**src/rtl/srlatch_bank_ctrl.sv**
```systemverilog
// srlatch_bank_ctrl: arbitrates set/reset requests and pulses one SR latch of a bank at a time.
// Optional readback checking of latch feedback is enabled by SRLATCH_BANK_CTRL_READBACK_EN.
module srlatch_bank_ctrl #(
  parameter int N     = 4,
  parameter int PULSE = 3,
  parameter int GAP   = 1
) (
  input  logic                 CLK,
  input  logic                 RESET,
  input  logic                 set_req,
  input  logic [$clog2(N)-1:0] set_idx,
  output logic                 set_ack,
  input  logic                 rst_req,
  input  logic [$clog2(N)-1:0] rst_idx,
  output logic                 rst_ack,
  output logic [N-1:0]         S,
  output logic [N-1:0]         R,
  output logic                 busy
`ifdef SRLATCH_BANK_CTRL_READBACK_EN
  ,
  input  logic [N-1:0]         Q,
  output logic                 err
`endif
);
  localparam int IW = $clog2(N);
  localparam int CW = $clog2(PULSE + GAP + 2);
  typedef enum logic [1:0] {ST_INIT, ST_IDLE, ST_DRIVE, ST_GAP} state_t;
  state_t st, st_n;
  logic [CW-1:0] cnt, cnt_n;
  logic [IW-1:0] idx, idx_n;
  logic op, op_n, own, own_n, rr, rr_n, last_gap;
  logic [N-1:0] one_hot, s_n, r_n;
  // op = 1 means set; rr = 1 means a contested grant goes to the reset requester
  always_comb begin
    st_n  = st;
    cnt_n = cnt;
    idx_n = idx;
    op_n  = op;
    own_n = own;
    rr_n  = rr;
    case (st)
      ST_INIT: begin
        st_n  = (cnt == CW'(PULSE)) ? ST_GAP : ST_INIT;
        cnt_n = (cnt == CW'(PULSE)) ? '0 : cnt + CW'(1);
        own_n = 1'b0;
      end
      ST_IDLE: if (set_req || rst_req) begin
        st_n  = ST_DRIVE;
        cnt_n = '0;
        own_n = 1'b1;
        op_n  = set_req && !(rst_req && rr);
        idx_n = op_n ? set_idx : rst_idx;
        rr_n  = (set_req && rst_req) ? !rr : rr;
      end
      ST_DRIVE: begin
        st_n  = (cnt == CW'(PULSE - 1)) ? ST_GAP : ST_DRIVE;
        cnt_n = (cnt == CW'(PULSE - 1)) ? '0 : cnt + CW'(1);
      end
      default: begin
        st_n  = (cnt == CW'(GAP - 1)) ? ST_IDLE : ST_GAP;
        cnt_n = (cnt == CW'(GAP - 1)) ? '0 : cnt + CW'(1);
        own_n = (cnt == CW'(GAP - 1)) ? 1'b0 : own;
      end
    endcase
    // outputs are registered from the next state so they line up with it
    last_gap = (st_n == ST_GAP) && (cnt_n == CW'(GAP - 1));
    one_hot  = N'(1) << idx_n;
    s_n      = (st_n == ST_DRIVE && op_n) ? one_hot : '0;
    r_n      = (st_n == ST_INIT && cnt_n != '0) ? '1 :
               (st_n == ST_DRIVE && !op_n) ? one_hot : '0;
  end
  always_ff @(posedge CLK or posedge RESET) begin
    if (RESET) begin
      st      <= ST_INIT;
      cnt     <= '0;
      idx     <= '0;
      op      <= 1'b0;
      own     <= 1'b0;
      rr      <= 1'b1;
      S       <= '0;
      R       <= '0;
      set_ack <= 1'b0;
      rst_ack <= 1'b0;
      busy    <= 1'b1;
`ifdef SRLATCH_BANK_CTRL_READBACK_EN
      err     <= 1'b0;
`endif
    end else begin
      st      <= st_n;
      cnt     <= cnt_n;
      idx     <= idx_n;
      op      <= op_n;
      own     <= own_n;
      rr      <= rr_n;
      S       <= s_n;
      R       <= r_n;
      set_ack <= last_gap && own_n && op_n;
      rst_ack <= last_gap && own_n && !op_n;
      busy    <= st_n != ST_IDLE;
`ifdef SRLATCH_BANK_CTRL_READBACK_EN
      err     <= err | (last_gap && (own_n ? (Q[idx_n] != op_n) : (Q != '0)));
`endif
    end
  end
endmodule

```
**config.mk**
```make
export PLATFORM = sky130hd
export DESIGN_NAME = srlatch_bank_ctrl
export DESIGN_NICKNAME = d
export VERILOG_FILES = /design/src/rtl/srlatch_bank_ctrl.sv
export SDC_FILE = /design/constraint.sdc
export NUM_CORES = 1
export LEC_CHECK = 0
export CORE_MARGIN = 2
export CORE_UTILIZATION = 50
export CTS_CLUSTER_DIAMETER = 30
export DETAILED_ROUTE_END_ITERATION = 8
export GPL_TIMING_DRIVEN = 0
export PLACE_DENSITY = 0.76
export SYNTH_ARGS = -nofsm -noshare
export SYNTH_HDL_FRONTEND = slang
export SYNTH_SLANG_ARGS = --single-unit
export TNS_END_PERCENT = 10
```
**constraint.sdc**
```tcl
create_clock -name CLK -period 2.4 [get_ports CLK]
set_input_delay 0.72 -clock CLK [delete_from_list [all_inputs] [get_ports CLK]]
set_output_delay 0.72 -clock CLK [all_outputs]
set_load 0.01 [all_outputs]
```
* After elaboration in Yosys (flattened, before gate mapping)
Index checks and enable logic that the tools add are counted.
Storage, ports and cells: bits in registers 21, bits in latches 0, RAM bits 0, ROM bits 0, output and inout port bits 11, memories 0
Cells by class: $add $sub $neg 1, multipliers 0, div/mod/pow operators 0, order comparisons 0, equality and inequality tests 7, shift operators 1, multiplexer cells 21, bitwise logic cells 0, reduce and logical (&&, ||, !) cells 20
Operators by type and width (count):
- two-way mux 2 bit | 6
- two-way mux 3 bit | 4
- two-way mux 4 bit | 3
- logical AND 1 bit | 10
- one-hot mux 3 bit (3 select lines) | 1
- == test 2 bit, second input constant | 3
- == test 3 x 2 -> 1 bit, second input constant | 2
- zero test 3 bit | 2
- one-hot mux 2 bit (3 select lines) | 1
- two-way mux 1 bit | 5
- zero test 2 bit | 2
- left shift 1 x 2 -> 4 bit, first input constant | 1
- adder 3 x 1 -> 3 bit, second input constant | 1
- zero test 1 bit | 3
- one-hot mux 1 bit (3 select lines) | 1
- AND reduction 3 bit | 1
- nonzero test 3 bit | 1
- == test 2 x 1 -> 1 bit, second input constant | 1
- != test 2 x 1 -> 1 bit, second input constant | 1
- logical OR 1 bit | 1

* Depth between registers and ports, before layout
Gate-level depths: netlist (run 1).
depth in word-level cells 9, gate-level depth with buffers 6, mapped depth without buffers 6

* Least setup slack after synthesis (run 1)
OpenSTA, ideal clock, no wires.
kind input-to-reg, start point input port set_req, end point register R[1], arrival time 1.573 ns, slack 0.691 ns, cell stages on the path 4, buffers on the path 0, path through a21boi_4 > mux2i_1 > a2bb2oi_1 > o32ai_1
Between the ends: cells in the longest elaborated chain, start to end 7
Ends and longest elaborated chain:
- from (decl) | RTL line 10 | input logic set_req,
- logical OR 1 bit or logical AND 1 bit (tied branches) | RTL line 47, 51
- two-way mux 2 bit (tied with other cells) | RTL line 47 | ST_IDLE: if (set_req || rst_req) begin
- one-hot mux 2 bit (3 select lines) (tied with other cells) | RTL line 41 | case (st)
- == test 2 bit (tied with other cells) | RTL line 70 | (st_n == ST_DRIVE && !op_n) ? one_hot : '0;
- logical AND 1 bit or left shift 1 x 2 -> 4 bit (tied branches) | RTL line 70, 67
- two-way mux 4 bit | RTL line 70
- two-way mux 4 bit * | RTL line 69 | r_n = (st_n == ST_INIT && cnt_n != '0) ? '1 :
- net r_n[1] | RTL line 32 | logic [N-1:0] one_hot, s_n, r_n;
- to (signal assigned) | RTL line 96 | R <= r_n;
- to (decl) | RTL line 17 | output logic [N-1:0] R,
The timed path passes the listed nets; every way through them passes the cells marked *. A chain may end at the register's enable or synchronous reset.

* Worst setup path after layout (run 1)
start point input port rst_req, end point register R[0]
Between the ends: cells in the longest elaborated chain, start to end 9
Ends and longest elaborated chain:
- from (decl) | RTL line 13 | input logic rst_req,
- logical AND 1 bit | RTL line 51 | op_n = set_req && !(rst_req && rr);
- zero test 1 bit | RTL line 51
- logical AND 1 bit | RTL line 51
- two-way mux 2 bit | RTL line 52 | idx_n = op_n ? set_idx : rst_idx;
- two-way mux 2 bit * | RTL line 47
- two-way mux 2 bit * | RTL line 41
- net idx_n[1] | RTL line 30 | logic [IW-1:0] idx, idx_n;
- left shift 1 x 2 -> 4 bit * | RTL line 67 | one_hot = N'(1) << idx_n;
- two-way mux 4 bit * | RTL line 70
- two-way mux 4 bit * | RTL line 69
- net r_n[0] | RTL line 32
Marked as above.

==> summary.txt, run 1 <==
Status
  – Status: complete, no violations

STA
  – Final Skew: 2.11 ps
  – Final Cycle Share: 0.904
  – Slew margin rel.: 0.479
  – Worst-margin pin slew: 781 ps
  – Final Hold Vio Count: 0
  – Unrepaired setup endpoints after global routing: false
  – Final Max Slew Viols: 0
  – Max Fclk: 461 MHz
  – Final setup viols: 0
  – Min cycle time layout: 2170 ps

Drt
  – Top Layer Used: met4
  – Drt wl/cell: 14.1 µm
  – Met2 WL: 956 µm
  – Met3 WL: 167 µm
  – Routed wire length: 2150 µm
  – Vias per cell: 5.59
  – Met1 WL: 975 µm
  – Antenna viol nets, final: 0
  – Vias: 849
  – Starting DRT DRC Count: 18
  – DR pass1 iterations: 4
  – Residual DRC: 0

Synthesis
  – Post-synth EDFFs: 0
  – Seq/Total Area, Yosys: 0.481
  – Synth Cell Area: 1100 µm²
  – Yosys warning count: 0
  – Syn_area_per_cell: 10.7 µm²
  – Number of different library cells in the post-synthesis netlist: 40
  – Post-synth top cells: dfrtp_1, nor2_1, inv_1
  – Post-Syn Nets: 116
  – FFs w/ async S/R, synth: 1.00
  – Count leader, synth: dfrtp_1
  – Yosys top cell by area: dfrtp_1
  – Post-synth top area share: 0.433
  – Synth Flop Type: dfrtp_1
  – Mapped Cells: 103
  – Top cells by area, synth: dfrtp_1, ha_1, dfstp_2
  – Seq cells post-synth: 21

Cells and area
  – Reg area: 528 µm²
  – Area of the multi-input gates: 528 µm²
  – Area delta synth->final: 22.0%
  – Non-Filler Instances: 152
  – Layout cells sized above 1: 0.128
  – Core Util, Final: 0.662
  – ANT cells: 0
  – Number of nets in the layout: 139
  – Filler Cells Inserted: 159

Placement
  – PortBufs: 18
  – Post-Place Cells: 148
  – Routability cong.: 0.926
  – Detail Placement HPWL: 1570 µm

Setup path
  – Startpoint types: primary input
  – CP Max Fanout: 5
  – WP data required: 2590 ps
  – Crit path capture type: flip-flop
  – Worst Setup Path Type: primary input to flip-flop
  – Critical path arrival: 2360 ps
  – Worst Reg-to-Reg Cells: 6
  – Worst R2R Setup Slack: 690 ps

Die
  – Core Region: 2020 µm²
  – Die X: 50.8 µm
  – Die area: 2590 µm²
  – Die H: 50.8 µm
  – Initial Util: 0.543
  – I/O pin count: 19
  – Std-Cell Rows: 16

Clock tree
  – Root Buffer: clkbuf_4
  – CTS resizes: 0
  – Max Root-Sink Buffers: 2
  – Max H-tree Level: 1
  – CTS tree: done
  – Reg clk slew, reported paths: 110 ps
  – Inserted Clock Buffers: 3
  – CTS Sinks: 21
  – Clk_lat worst skew: 300 ps
  – Setup Buffers After CTS: 0
  – Cts-stage hold buffer count: 0

Power and ir drop
  – Clk network pwr share: 0.100
  – Pleak: 0.591 nW
  – Worst vdd ir: 0.000736 V
  – Seq pwr share: 0.346
  – Pwr Density: 1260 nW/µm²
  – Internal power: 0.000984 W
  – Sw Ratio: 0.418
  – Psw: 0.000705 W
  – Comb power frac: 0.554

GRT
  – Total congestion overflow: 0
  – Wire length of the first global-routing pass: 3650 µm
  – Vias in the first global route: 837
  – Total track usage: 0.189
  – Initial antenna violation count: 0
  – Largest net degree at the start of global routing: 22

Job
  – Max-Cap Viols: 0

Min path
  – Hold Path Class: flip-flop to flip-flop
  – Hold path cells: 1
[metrics by stage]
| stage | hold WS (ps) | instance area (µm²) | TNS (ps) | total power [W] | worst slack (ps) |
|---|---|---|---|---|---|
| 3_5_place_dp | 504 | 1310 | -320 | 0.00151 | -95.1 |
| 5_1_grt | 538 | 1340 | 0 | 0.00182 | 112 |
| 2_1_floorplan | 469 | 1100 | 0 | 0.00127 | 691 |
| 6_report | 519 | 1340 | 0 | 0.00169 | 231 |
| 3_3_place_gp | 490 | 1310 | -34.0 | 0.00148 | -17.7 |
| 4_1_cts | 524 | 1340 | 0 | 0.00169 | 239 |
[registers in the layout (all words and copies together) (netlist names)]
register,flops
R,4
own,1
idx,2
op,1
st,2
cnt,3
S,4
busy,1
rst_ack,1
rr,1
set_ack,1
[final timing paths]
| path | start | endpoint |
|---|---|---|
| max | rst_req | R[0] |
| min | rr | rr |
| min in group asynchronous | RESET | S[3] |
| max in group asynchronous | RESET | cnt[0] |
| max reg2reg | cnt[0] | R[0] |
| min reg2reg | rr | rr |
[cell families after synthesis]
logic type      after synthesis  share of synthesized area
fa+ha+maj                     5                     0.0570
xor+xnor                      1                    0.00798
buf+inv                      10                     0.0376
simple gates                 34                      0.168
compound gates               27                      0.202
mux                           5                     0.0468
flops                        21                      0.481
[power by group through the flow]
stage	registers, W	clock network, W	logic (W)
after floorplan	0.000594	0	0.000673
after global placement	0.000584	0	0.000899
after detailed placement	0.000592	0	0.000920
after CTS	0.000584	0.000174	0.000928
after global routing	0.000599	0.000187	0.00104
final	0.000585	0.000169	0.000935
[cells in the final DEF (no fill, tap or decap), types with 2 or more instances in the layout]
cell type         n
a21oi_1           3
nand2_1           5
nand2b_1          2
clkbuf_4          3
o21ai_0           5
ha_1              5
inv_2             2
o32ai_1           4
inv_1             6
dfstp_2           2
nor2b_1           3
dfrtp_1          19
nor3_1            4
a211oi_1          2
mux2i_1           4
nand3_1           2
clkdlybuf4s50_1  18
nor2_1            9
and3b_1           2
a22o_1            2
[area by class of cell]
type                       count  area share
sequential                    21       0.394
multi-input combinational     72       0.394
timing repair buffer          18       0.135
tap                           27      0.0252
inverter                       8      0.0224
clock buffer                   3      0.0168
buffer                         2     0.00841
clock inverter                 1     0.00374
[per-layer routing]
metal  vias to the layer above  GRT usage
met3                         7     0.0526
met1                       396      0.240
met5                         -          0
met2                        36      0.303
li1                        410          -
met4                         0     0.0811
[critical path, cell delays in order]
cell,delay (ps)
clkdlybuf4s50_1,530
a21boi_4,250
mux2i_1,270
o21a_4,180
inv_2,60
o32ai_1,340
No activity file was read; power rests on OpenSTA's default activity.
==> inputs of run 2 (changes only) <==
==> constraint.sdc (replaced) <==
create_clock -name CLK -period 2.4 [get_ports CLK]
set_input_delay 0.72 -clock CLK [delete_from_list [all_inputs] [get_ports CLK]]
set_output_delay 0.72 -clock CLK [all_outputs]
set_load 0.005 [all_outputs]
==> results of run 2 <==
The final DEF is identical to that of run 1. Status: complete, no violations.
Among the figures that moved: total power 0.00169 W -> 0.00167 W; worst IR drop on VDD 0.000736 V -> 0.000734 V
==> inputs of run 3 (changes only) <==
==> constraint.sdc (replaced) <==
create_clock -name CLK -period 2.6 [get_ports CLK]
set_input_delay 0.78 -clock CLK [delete_from_list [all_inputs] [get_ports CLK]]
set_output_delay 0.78 -clock CLK [all_outputs]
set_load 0.005 [all_outputs]
==> results of run 3 <==
The final DEF is identical to that of run 1. Status: complete, no violations.
Among the figures that moved: setup slack after placement -95.1 ps -> 44.9 ps; setup slack after layout 231 ps -> 371 ps; register-to-register setup slack 690 ps -> 890 ps; total power 0.00169 W -> 0.00154 W; worst IR drop on VDD 0.000736 V -> 0.000678 V
